<file path="src/rtl/pipelined_mips_cpu.sv">
// Five-stage pipelined MIPS-subset CPU (IF/ID/EX/MEM/WB) with a hazard unit, an optional
// EX forwarding unit, a built-in program ROM, a register file and a word-addressed data memory.
// Retire/stall/flush ports exist only so a bench can watch the pipeline.
module pipelined_mips_cpu #(
  parameter logic [31:0] PC_RESET   = 32'h0,
  parameter bit          FORWARD_EN = 1'b1
) (
  input  logic        clk_i,
  input  logic        rst_i,
  output logic [31:0] pc_o,
  output logic        retire_valid_o,
  output logic [31:0] retire_pc_o,
  output logic        stall_o,
  output logic        flush_o
);

  typedef enum logic [2:0] {AluAdd, AluSub, AluAnd, AluOr, AluSlt, AluSll, AluSrl, AluLui} alu_op_e;
  typedef enum logic [2:0] {BrEq, BrNe, BrLez, BrGez, BrLtz} br_type_e;

  typedef struct packed {
    logic     reg_write;
    logic     mem_read;
    logic     mem_write;
    logic     mem_to_reg;
    logic     alu_src;
    logic     branch;
    logic     jump;
    logic     link;
    br_type_e br_type;
    alu_op_e  alu_op;
  } ctrl_t;

  typedef struct packed {
    logic        valid;
    logic [31:0] pc;
    logic [31:0] instr;
  } ifid_t;

  typedef struct packed {
    logic        valid;
    logic [31:0] pc;
    ctrl_t       ctrl;
    logic [4:0]  rs;
    logic [4:0]  rt;
    logic [4:0]  dest;
    logic [4:0]  shamt;
    logic [31:0] rs_val;
    logic [31:0] rt_val;
    logic [31:0] imm;
  } idex_t;

  typedef struct packed {
    logic        valid;
    logic [31:0] pc;
    logic        reg_write;
    logic        mem_write;
    logic        mem_to_reg;
    logic [4:0]  dest;
    logic [31:0] result;
    logic [31:0] store;
  } exmem_t;

  typedef struct packed {
    logic        valid;
    logic [31:0] pc;
    logic        reg_write;
    logic [4:0]  dest;
    logic [31:0] data;
  } memwb_t;

  logic [31:0] pc_q, pc_d;
  ifid_t       ifid_q, ifid_d;
  idex_t       idex_q, idex_d;
  exmem_t      exmem_q, exmem_d;
  memwb_t      memwb_q, memwb_d;

  logic [31:0] rf_q [32];
  logic [31:0] dm_q [64];

  logic [31:0] if_instr;

  logic [5:0]  id_op, id_funct;
  logic [4:0]  id_rs, id_rt, id_rd, id_shamt, id_dest;
  logic [31:0] id_imm, id_rs_val, id_rt_val, id_pc4, jump_target;
  ctrl_t       id_ctrl;
  logic        wb_we;

  logic        load_use, raw_ex, raw_mem, stall_req, stall, jump_redirect;

  logic [31:0] ex_a, ex_rt_fwd, ex_alu_b, ex_alu_y, ex_result, br_target;
  logic        br_cond, branch_taken;

  logic [31:0] dm_rdata;
  logic        unused_bits;

  // Built-in program ROM, indexed by word address
  always_comb begin
    if_instr = 32'h0000_0000;
    case (pc_q[9:2])
      8'h00: if_instr = 32'h2001_0005;  // addi $1,$0,5
      8'h01: if_instr = 32'h2022_0003;  // addi $2,$1,3
      8'h02: if_instr = 32'h0022_1820;  // add  $3,$1,$2
      8'h03: if_instr = 32'h2007_0007;  // addi $7,$0,7
      8'h04: if_instr = 32'hAC07_0000;  // sw   $7,0($0)
      8'h05: if_instr = 32'h8C04_0000;  // lw   $4,0($0)
      8'h06: if_instr = 32'h0084_2820;  // add  $5,$4,$4
      8'h07: if_instr = 32'h1000_0002;  // beq  $0,$0,+2
      8'h08: if_instr = 32'h2008_0001;  // addi $8,$0,1
      8'h09: if_instr = 32'h2009_0001;  // addi $9,$0,1
      8'h0A: if_instr = 32'h200A_0003;  // addi $10,$0,3
      8'h0B: if_instr = 32'h0800_0040;  // j    0x100
      8'h0C: if_instr = 32'h2006_0001;  // addi $6,$0,1
      8'h40: if_instr = 32'h200B_0009;  // addi $11,$0,9
      8'h41: if_instr = 32'hAC0B_0000;  // sw   $11,0($0)
      8'h42: if_instr = 32'h296C_000A;  // slti $12,$11,10
      8'h43: if_instr = 32'h0C00_0045;  // jal  0x114
      8'h44: if_instr = 32'h200D_0001;  // addi $13,$0,1
      8'h45: if_instr = 32'h1180_0004;  // beq  $12,$0,+4
      8'h46: if_instr = 32'h1580_0001;  // bne  $12,$0,+1
      8'h47: if_instr = 32'h200E_0001;  // addi $14,$0,1
      8'h48: if_instr = 32'h3C0F_1234;  // lui  $15,0x1234
      8'h49: if_instr = 32'h0800_0049;  // j    self
      default: if_instr = 32'h0000_0000;
    endcase
  end

  assign id_op       = ifid_q.instr[31:26];
  assign id_rs       = ifid_q.instr[25:21];
  assign id_rt       = ifid_q.instr[20:16];
  assign id_rd       = ifid_q.instr[15:11];
  assign id_shamt    = ifid_q.instr[10:6];
  assign id_funct    = ifid_q.instr[5:0];
  assign id_imm      = {{16{ifid_q.instr[15]}}, ifid_q.instr[15:0]};
  assign id_pc4      = ifid_q.pc + 32'd4;
  assign jump_target = {id_pc4[31:28], ifid_q.instr[25:0], 2'b00};

  // Decoder plus ALU control: opcode/funct to control fields and destination register
  always_comb begin
    id_ctrl = '0;
    id_dest = id_rt;
    case (id_op)
      6'h00: begin
        id_ctrl.reg_write = 1'b1;
        id_dest           = id_rd;
        case (id_funct)
          6'h20:   id_ctrl.alu_op = AluAdd;
          6'h22:   id_ctrl.alu_op = AluSub;
          6'h24:   id_ctrl.alu_op = AluAnd;
          6'h25:   id_ctrl.alu_op = AluOr;
          6'h2A:   id_ctrl.alu_op = AluSlt;
          6'h00:   id_ctrl.alu_op = AluSll;
          6'h02:   id_ctrl.alu_op = AluSrl;
          default: id_ctrl.reg_write = 1'b0;
        endcase
      end
      6'h08: begin
        id_ctrl.reg_write = 1'b1;
        id_ctrl.alu_src   = 1'b1;
      end
      6'h0A: begin
        id_ctrl.reg_write = 1'b1;
        id_ctrl.alu_src   = 1'b1;
        id_ctrl.alu_op    = AluSlt;
      end
      6'h0F: begin
        id_ctrl.reg_write = 1'b1;
        id_ctrl.alu_src   = 1'b1;
        id_ctrl.alu_op    = AluLui;
      end
      6'h23: begin
        id_ctrl.reg_write  = 1'b1;
        id_ctrl.mem_read   = 1'b1;
        id_ctrl.mem_to_reg = 1'b1;
        id_ctrl.alu_src    = 1'b1;
      end
      6'h2B: begin
        id_ctrl.mem_write = 1'b1;
        id_ctrl.alu_src   = 1'b1;
      end
      6'h04: id_ctrl.branch = 1'b1;
      6'h05: begin
        id_ctrl.branch  = 1'b1;
        id_ctrl.br_type = BrNe;
      end
      6'h06: begin
        id_ctrl.branch  = 1'b1;
        id_ctrl.br_type = BrLez;
      end
      6'h01: begin
        // REGIMM: rt=1 is bgez, rt=0 is bltz
        id_ctrl.branch  = 1'b1;
        id_ctrl.br_type = id_rt[0] ? BrGez : BrLtz;
      end
      6'h02: id_ctrl.jump = 1'b1;
      6'h03: begin
        id_ctrl.jump      = 1'b1;
        id_ctrl.link      = 1'b1;
        id_ctrl.reg_write = 1'b1;
        id_dest           = 5'd31;
      end
      default: id_ctrl = '0;
    endcase
  end

  assign wb_we = memwb_q.valid && memwb_q.reg_write && (memwb_q.dest != 5'd0);

  // Register file read with write-before-read bypass from WB
  always_comb begin
    id_rs_val = rf_q[id_rs];
    id_rt_val = rf_q[id_rt];
    if (wb_we && (memwb_q.dest == id_rs)) id_rs_val = memwb_q.data;
    if (wb_we && (memwb_q.dest == id_rt)) id_rt_val = memwb_q.data;
  end

  // EX: operand forwarding, ALU and branch resolution
  always_comb begin
    ex_a      = idex_q.rs_val;
    ex_rt_fwd = idex_q.rt_val;
    if (FORWARD_EN) begin
      if (exmem_q.reg_write && (exmem_q.dest != 5'd0) && (exmem_q.dest == idex_q.rs)) begin
        ex_a = exmem_q.result;
      end else if (memwb_q.reg_write && (memwb_q.dest != 5'd0) &&
                   (memwb_q.dest == idex_q.rs)) begin
        ex_a = memwb_q.data;
      end
      if (exmem_q.reg_write && (exmem_q.dest != 5'd0) && (exmem_q.dest == idex_q.rt)) begin
        ex_rt_fwd = exmem_q.result;
      end else if (memwb_q.reg_write && (memwb_q.dest != 5'd0) &&
                   (memwb_q.dest == idex_q.rt)) begin
        ex_rt_fwd = memwb_q.data;
      end
    end
    ex_alu_b = idex_q.ctrl.alu_src ? idex_q.imm : ex_rt_fwd;

    case (idex_q.ctrl.alu_op)
      AluAdd:  ex_alu_y = ex_a + ex_alu_b;
      AluSub:  ex_alu_y = ex_a - ex_alu_b;
      AluAnd:  ex_alu_y = ex_a & ex_alu_b;
      AluOr:   ex_alu_y = ex_a | ex_alu_b;
      AluSlt:  ex_alu_y = {31'h0, $signed(ex_a) < $signed(ex_alu_b)};
      AluSll:  ex_alu_y = ex_alu_b << idex_q.shamt;
      AluSrl:  ex_alu_y = ex_alu_b >> idex_q.shamt;
      AluLui:  ex_alu_y = {ex_alu_b[15:0], 16'h0};
      default: ex_alu_y = ex_a + ex_alu_b;
    endcase
    ex_result = idex_q.ctrl.link ? (idex_q.pc + 32'd4) : ex_alu_y;

    case (idex_q.ctrl.br_type)
      BrEq:    br_cond = (ex_a == ex_rt_fwd);
      BrNe:    br_cond = (ex_a != ex_rt_fwd);
      BrLez:   br_cond = ex_a[31] || (ex_a == 32'h0);
      BrGez:   br_cond = !ex_a[31];
      BrLtz:   br_cond = ex_a[31];
      default: br_cond = 1'b0;
    endcase
    branch_taken = idex_q.valid && idex_q.ctrl.branch && br_cond;
    br_target    = idex_q.pc + 32'd4 + {idex_q.imm[29:0], 2'b00};
  end

  // Hazard unit: load-use (or any RAW without forwarding) stall; taken branch overrides stall
  always_comb begin
    load_use = ifid_q.valid && idex_q.valid && idex_q.ctrl.mem_read &&
               ((idex_q.dest == id_rs) || (idex_q.dest == id_rt));
    raw_ex   = idex_q.valid && idex_q.ctrl.reg_write && (idex_q.dest != 5'd0) &&
               ((idex_q.dest == id_rs) || (idex_q.dest == id_rt));
    raw_mem  = exmem_q.valid && exmem_q.reg_write && (exmem_q.dest != 5'd0) &&
               ((exmem_q.dest == id_rs) || (exmem_q.dest == id_rt));
    stall_req     = FORWARD_EN ? load_use : (ifid_q.valid && (raw_ex || raw_mem));
    stall         = stall_req && !branch_taken;
    jump_redirect = ifid_q.valid && id_ctrl.jump && !stall && !branch_taken;
  end

  assign dm_rdata = dm_q[exmem_q.result[7:2]];

  // Next-state for PC and every pipeline register
  always_comb begin
    pc_d         = pc_q + 32'd4;
    ifid_d.valid = 1'b1;
    ifid_d.pc    = pc_q;
    ifid_d.instr = if_instr;
    if (branch_taken) begin
      pc_d   = br_target;
      ifid_d = '0;
    end else if (stall) begin
      pc_d   = pc_q;
      ifid_d = ifid_q;
    end else if (jump_redirect) begin
      pc_d   = jump_target;
      ifid_d = '0;
    end

    idex_d.valid  = ifid_q.valid;
    idex_d.pc     = ifid_q.pc;
    idex_d.ctrl   = ifid_q.valid ? id_ctrl : '0;
    idex_d.rs     = id_rs;
    idex_d.rt     = id_rt;
    idex_d.dest   = id_dest;
    idex_d.shamt  = id_shamt;
    idex_d.rs_val = id_rs_val;
    idex_d.rt_val = id_rt_val;
    idex_d.imm    = id_imm;
    if (branch_taken || stall) idex_d = '0;

    exmem_d.valid      = idex_q.valid;
    exmem_d.pc         = idex_q.pc;
    exmem_d.reg_write  = idex_q.ctrl.reg_write;
    exmem_d.mem_write  = idex_q.ctrl.mem_write;
    exmem_d.mem_to_reg = idex_q.ctrl.mem_to_reg;
    exmem_d.dest       = idex_q.dest;
    exmem_d.result     = ex_result;
    exmem_d.store      = ex_rt_fwd;

    memwb_d.valid     = exmem_q.valid;
    memwb_d.pc        = exmem_q.pc;
    memwb_d.reg_write = exmem_q.reg_write;
    memwb_d.dest      = exmem_q.dest;
    memwb_d.data      = exmem_q.mem_to_reg ? dm_rdata : exmem_q.result;
  end

  // Pipeline state; reset discards everything in flight
  always_ff @(posedge clk_i or posedge rst_i) begin
    if (rst_i) begin
      pc_q    <= PC_RESET;
      ifid_q  <= '0;
      idex_q  <= '0;
      exmem_q <= '0;
      memwb_q <= '0;
    end else begin
      pc_q    <= pc_d;
      ifid_q  <= ifid_d;
      idex_q  <= idex_d;
      exmem_q <= exmem_d;
      memwb_q <= memwb_d;
    end
  end

  // Register file write in WB; $0 is never written
  always_ff @(posedge clk_i or posedge rst_i) begin
    if (rst_i) begin
      for (int i = 0; i < 32; i++) rf_q[i] <= 32'h0;
    end else if (wb_we) begin
      rf_q[memwb_q.dest] <= memwb_q.data;
    end
  end

  // Data memory write in MEM; contents survive reset
  always_ff @(posedge clk_i) begin
    if (exmem_q.valid && exmem_q.mem_write) dm_q[exmem_q.result[7:2]] <= exmem_q.store;
  end

  assign unused_bits    = ^{exmem_q.result[31:8], exmem_q.result[1:0]};
  assign pc_o           = pc_q;
  assign retire_valid_o = memwb_q.valid;
  assign retire_pc_o    = memwb_q.pc;
  assign stall_o        = stall;
  assign flush_o        = branch_taken || jump_redirect;

endmodule
</file>
<file path="config.mk">
export PLATFORM = sky130hd
export DESIGN_NAME = pipelined_mips_cpu
export DESIGN_NICKNAME = d
export VERILOG_FILES = /design/src/rtl/pipelined_mips_cpu.sv
export SDC_FILE = /design/constraint.sdc
export NUM_CORES = 2
export LEC_CHECK = 0
export ABC_AREA = 1
export BUFFER_PORTS_ARGS = -buffer_cell sky130_fd_sc_hd__buf_2
export CORE_ASPECT_RATIO = 0.9
export CORE_MARGIN = 5
export CORE_UTILIZATION = 25
export CTS_BUF_LIST = sky130_fd_sc_hd__clkbuf_16
export DETAILED_ROUTE_END_ITERATION = 10
export PLACE_DENSITY_LB_ADDON = 0.05
export SLEW_MARGIN = 15
export SYNTH_ARGS = -nofsm -noshare
export SYNTH_HDL_FRONTEND = slang
export SYNTH_SLANG_ARGS = --single-unit
</file>
<file path="constraint.sdc">
create_clock -name clk_i -period 36 [get_ports clk_i]
set_input_delay 0 -clock clk_i [delete_from_list [all_inputs] [get_ports clk_i]]
set_output_delay 0 -clock clk_i [all_outputs]
set_load 0.05 [all_outputs]
</file>
==> qor.csv <==
stage;metric;value;unit
cells_and_area;final std cells w/o fill;18800;
cells_and_area;Area Overhead vs Synth;15.8;%
clock_network;clock tree from TritonCTS;yes;
floorplan;Initial Util;25.1;%
yosys;FF+latch count, synth;2956;
yosys;number of instances in the synthesized netlist;11700;
routing;routed length per placed instance;31.3;um
clock_network;clock sink total;2956;
setup_path;CP max FO;63;
power_and_ir_drop;cell-internal power;5590;uW
timing;setup repair after global routing missed its margin;false;
yosys;fraction of post-synthesis cell area in the top cell type by area;48.0;%
timing;Worst Max-Slew Pin Slew;1310;ps
routing;Residual DRC;0;
status;outcome;finished clean;
power_and_ir_drop;Max rail drop VDD;0.0343;mV
floorplan;floorplan core area;0.511;mm2
yosys;net count after synthesis;11900;
clock_network;clock insertion delay at the later pin of the skew report;1010;ps
timing;Post-Route Setup TNS;0;ps
global_route;wire length of the first global-routing pass;808000;um
placement;total cell area at the placement stage;0.137;mm2
timing;Final Hold Vio Count;0;
setup_path;crit path kind;flip-flop to primary output;
yosys;most common cell in the synthesized netlist;sky130_fd_sc_hd__nand2_1;
yosys;most frequent cells after synthesis;sky130_fd_sc_hd__nand2_1 (2840), sky130_fd_sc_hd__edfxtp_1 (2048), sky130_fd_sc_hd__dfrtp_1 (908);
setup_path;kind of start point of the critical path;flip-flop;
floorplan;area of the die;0.527;mm2
setup_path;r2r startpoint;memwb_q[33];
floorplan;placement row count;249;
setup_path;kind of end point of the critical path;primary output;
global_route;overflow left after global routing;0;
flow_run;max-cap violation count;0;
global_route;global-route track usage on met2;37.2;%
power_and_ir_drop;fraction of power consumed by combinational cells;0.3;%
routing;wire length after detailed routing;588000;um
hold_path;Hold Path Class;input pin to async pin;
power_and_ir_drop;power density over the cells;48.2;mW/mm2
timing;pins over their slew limit;0;
yosys;dominant register cell in the synthesized netlist;sky130_fd_sc_hd__edfxtp_1;
timing;Hold WS;318;ps
yosys;cell types occupying the most area after synthesis;sky130_fd_sc_hd__edfxtp_1 (48%), sky130_fd_sc_hd__dfrtp_1 (18%), sky130_fd_sc_hd__nand2_1 (8.3%), sky130_fd_sc_hd__o21ai_0 (3.4%), sky130_fd_sc_hd__a21oi_1 (2.6%);
placement;cell count after placement;18100;
cells_and_area;share of post-route cells with drive strength above 1;9.16;%
global_route;overall routing resource usage;21.8;%
yosys;count of flip-flops with a built-in enable after synthesis;2048;
global_route;gr busiest metal;met2;
power_and_ir_drop;power share of the sequential group;50.4;%
power_and_ir_drop;Leak;0.0500;uW
clock_network;maximum clock path buffer count;4;
power_and_ir_drop;switching power of the nets;1550;uW
yosys;library cell with the largest summed area after synthesis;sky130_fd_sc_hd__edfxtp_1;
routing;total number of vias;94700;
yosys;netlist area before placement;0.128;mm2
clock_network;root buffer selected by CTS;sky130_fd_sc_hd__clkbuf_16;
clock_network;post-CTS setup buffer count;0;
clock_network;number of buffers created by CTS;356;
cells_and_area;Non-Filler Cell Area, Final;0.148;mm2
floorplan;I/O pin count;69;
routing;number of routed nets with antenna violations;0;
cells_and_area;nets@finish;11800;
clock_network;number of resized instances in the post-cts repair step;0;
timing;relative slew slack;12.5;%
routing;number of DRC markers after the initial detailed-route iteration;8776;
setup_path;reg2reg end;exmem_q[61];
yosys;register area share after synthesis;65.8;%
timing;achievable frequency;0.134;GHz
power_and_ir_drop;part of the total power dissipated in the clock network;49.2;%
timing;Fin Clk Skew;87.7;ps
floorplan;chip height;689;um
global_route;global routing met1 resource utilization;29.4;%
yosys;Yosys warning count;0;
placement;final HPWL from detailed placement;366000;um
setup_path;Required @ worst endpoint;36000;ps
global_route;initial antenna violation count;36;
global_route;number of global-route vias before repair;93200;
yosys;distinct cell type count of the synthesized netlist;60;
setup_path;cells on worst reg2reg path;24;
routing;DR pass1 iterations;6;
placement;placer's final routability congestion estimate;0.924;
yosys;async set-reset flop share out of synthesis;30.7;%
clock_network;H-tree depth reported by CTS;5;
timing;shortest clock period the worst path allows after layout;7470;ps
global_route;global routing usage on met3;2.32;%
timing;Finish-stage setup viols;0;
floorplan;overall die width;764;um
placement;I/O Buffers;68;
routing;number of vias per cell after detailed routing;5.04;
setup_path;setup slack, reg-to-reg;29380;ps
clock_network;clock transition at the registers of the reported paths;60;ps
timing;ratio of final minimum period to clock period;20.8;%
yosys;Avg Cell Area, Syn;10.9;um2
power_and_ir_drop;sw frac;21.7;%
setup_path;arrival time at the worst endpoint;7470;ps
global_route;largest net degree at the start of global routing;147;
==> worst max-delay path by stage <==
stage	start	to	cells past startpoint
floorplan	rst_i	exmem_d[100]	1
detailed placement	memwb_q[33]	exmem_q[61]	24
global placement	memwb_q[33]	exmem_q[61]	24
CTS	memwb_q[33]	stall_o	22
global route	memwb_q[33]	stall_o	22
finish	memwb_q[33]	stall_o	22
==> cells in the final DEF, fill, tap and decap left out, types with 184 or more instances in the layout <==
cell / synthesis / final
sky130_fd_sc_hd__clkbuf_16: 0 / 360
sky130_fd_sc_hd__a22o_1: 184 / 184
sky130_fd_sc_hd__a221oi_1: 269 / 268
sky130_fd_sc_hd__dfrtp_1: 908 / 867
sky130_fd_sc_hd__nand3_1: 437 / 432
sky130_fd_sc_hd__a21oi_1: 669 / 669
sky130_fd_sc_hd__o21ai_0: 870 / 870
sky130_fd_sc_hd__nand2_1: 2840 / 2827
sky130_fd_sc_hd__nand4_1: 302 / 302
sky130_fd_sc_hd__edfxtp_1: 2048 / 2048
sky130_fd_sc_hd__a22oi_1: 328 / 328
sky130_fd_sc_hd__nor2_1: 573 / 499
sky130_fd_sc_hd__buf_4: 46 / 317
sky130_fd_sc_hd__inv_1: 624 / 699
==> routing by layer <==
metal	wire, um	up-vias
met4	16000	4
met1	262000	49200
li1	-	42100
met3	24600	683
met2	285000	2678
met5	19	-
==> sequential cells by signal, summed over array words and instances (netlist names), 33 cells and up <==
signal   count
dm_q      2048
rf_q       512
exmem_q    105
idex_q      92
exmem_d     40
memwb_q     38
ifid_q      33
==> cell type report <==
cell class                      count  area (um2)
Multi-Input combinational cell   7310       38800
Tap cell                         6777        8480
Timing Repair Buffer              403        3060
Clock inverter                    282        2150
Fill cell                       52500      362000
Sequential cell                  2956       84300
Antenna cell                       13        32.5
Inverter                          665        2520
Clock buffer                      360        9010
==> through the flow <==
step                setup slack (ps)  power [uW]  util, %
CTS                            28410        7260     29.0
finish                         28530        7140     29.0
floorplan                      10470        3690        -
detailed placement             29400        3700     26.9
global placement               29320        3700     26.8
global route                   28070        7400     29.0
==> repair_timing <==
action                                 CTS  global route
hold buffers                             2             0
endpoints found under the hold margin  183             0
setup endpoints to repair                0             0
==> power groups by stage <==
stage | Combinational (uW) | Sequential [uW] | Clock [uW]
finish | 24.2 | 3600 | 3520
global route | 29.3 | 3600 | 3760
CTS | 26.6 | 3600 | 3630
detailed placement | 26.4 | 3670 | 0
global placement | 26.2 | 3670 | 0
floorplan | 14.7 | 3670 | 0
==> cell families after synthesis <==
group,synth area share [%]
buffers and inverters,4.55
DFF,65.8
and+or+nand+nor,13.9
xor gates and xnor gates,0.622
adders and majority gates,1.14
AOI/OAI and AO/OA,14.0
==> worst max-delay path, cell delays in order (launching register included) <==
cell and delay, ps:
sky130_fd_sc_hd__dfrtp_1 600, sky130_fd_sc_hd__nor2_2 180, sky130_fd_sc_hd__nand3_1 150, sky130_fd_sc_hd__nand2_1 80
sky130_fd_sc_hd__inv_2 250, sky130_fd_sc_hd__buf_4 630, sky130_fd_sc_hd__nand3_1 150, sky130_fd_sc_hd__nand3_1 120
sky130_fd_sc_hd__nand2_1 280, sky130_fd_sc_hd__inv_1 210, sky130_fd_sc_hd__nand2_1 110, sky130_fd_sc_hd__nand2_1 170
sky130_fd_sc_hd__nand2_1 60, sky130_fd_sc_hd__nor2_1 220, sky130_fd_sc_hd__nand2_1 90, sky130_fd_sc_hd__nor2_1 160
sky130_fd_sc_hd__nand3_1 110, sky130_fd_sc_hd__nand3_2 190, sky130_fd_sc_hd__nand2_4 470, sky130_fd_sc_hd__nand2_4 700
sky130_fd_sc_hd__buf_4 630, sky130_fd_sc_hd__inv_1 470, sky130_fd_sc_hd__buf_2 340
No activity file was read; power rests on OpenSTA's default activity.
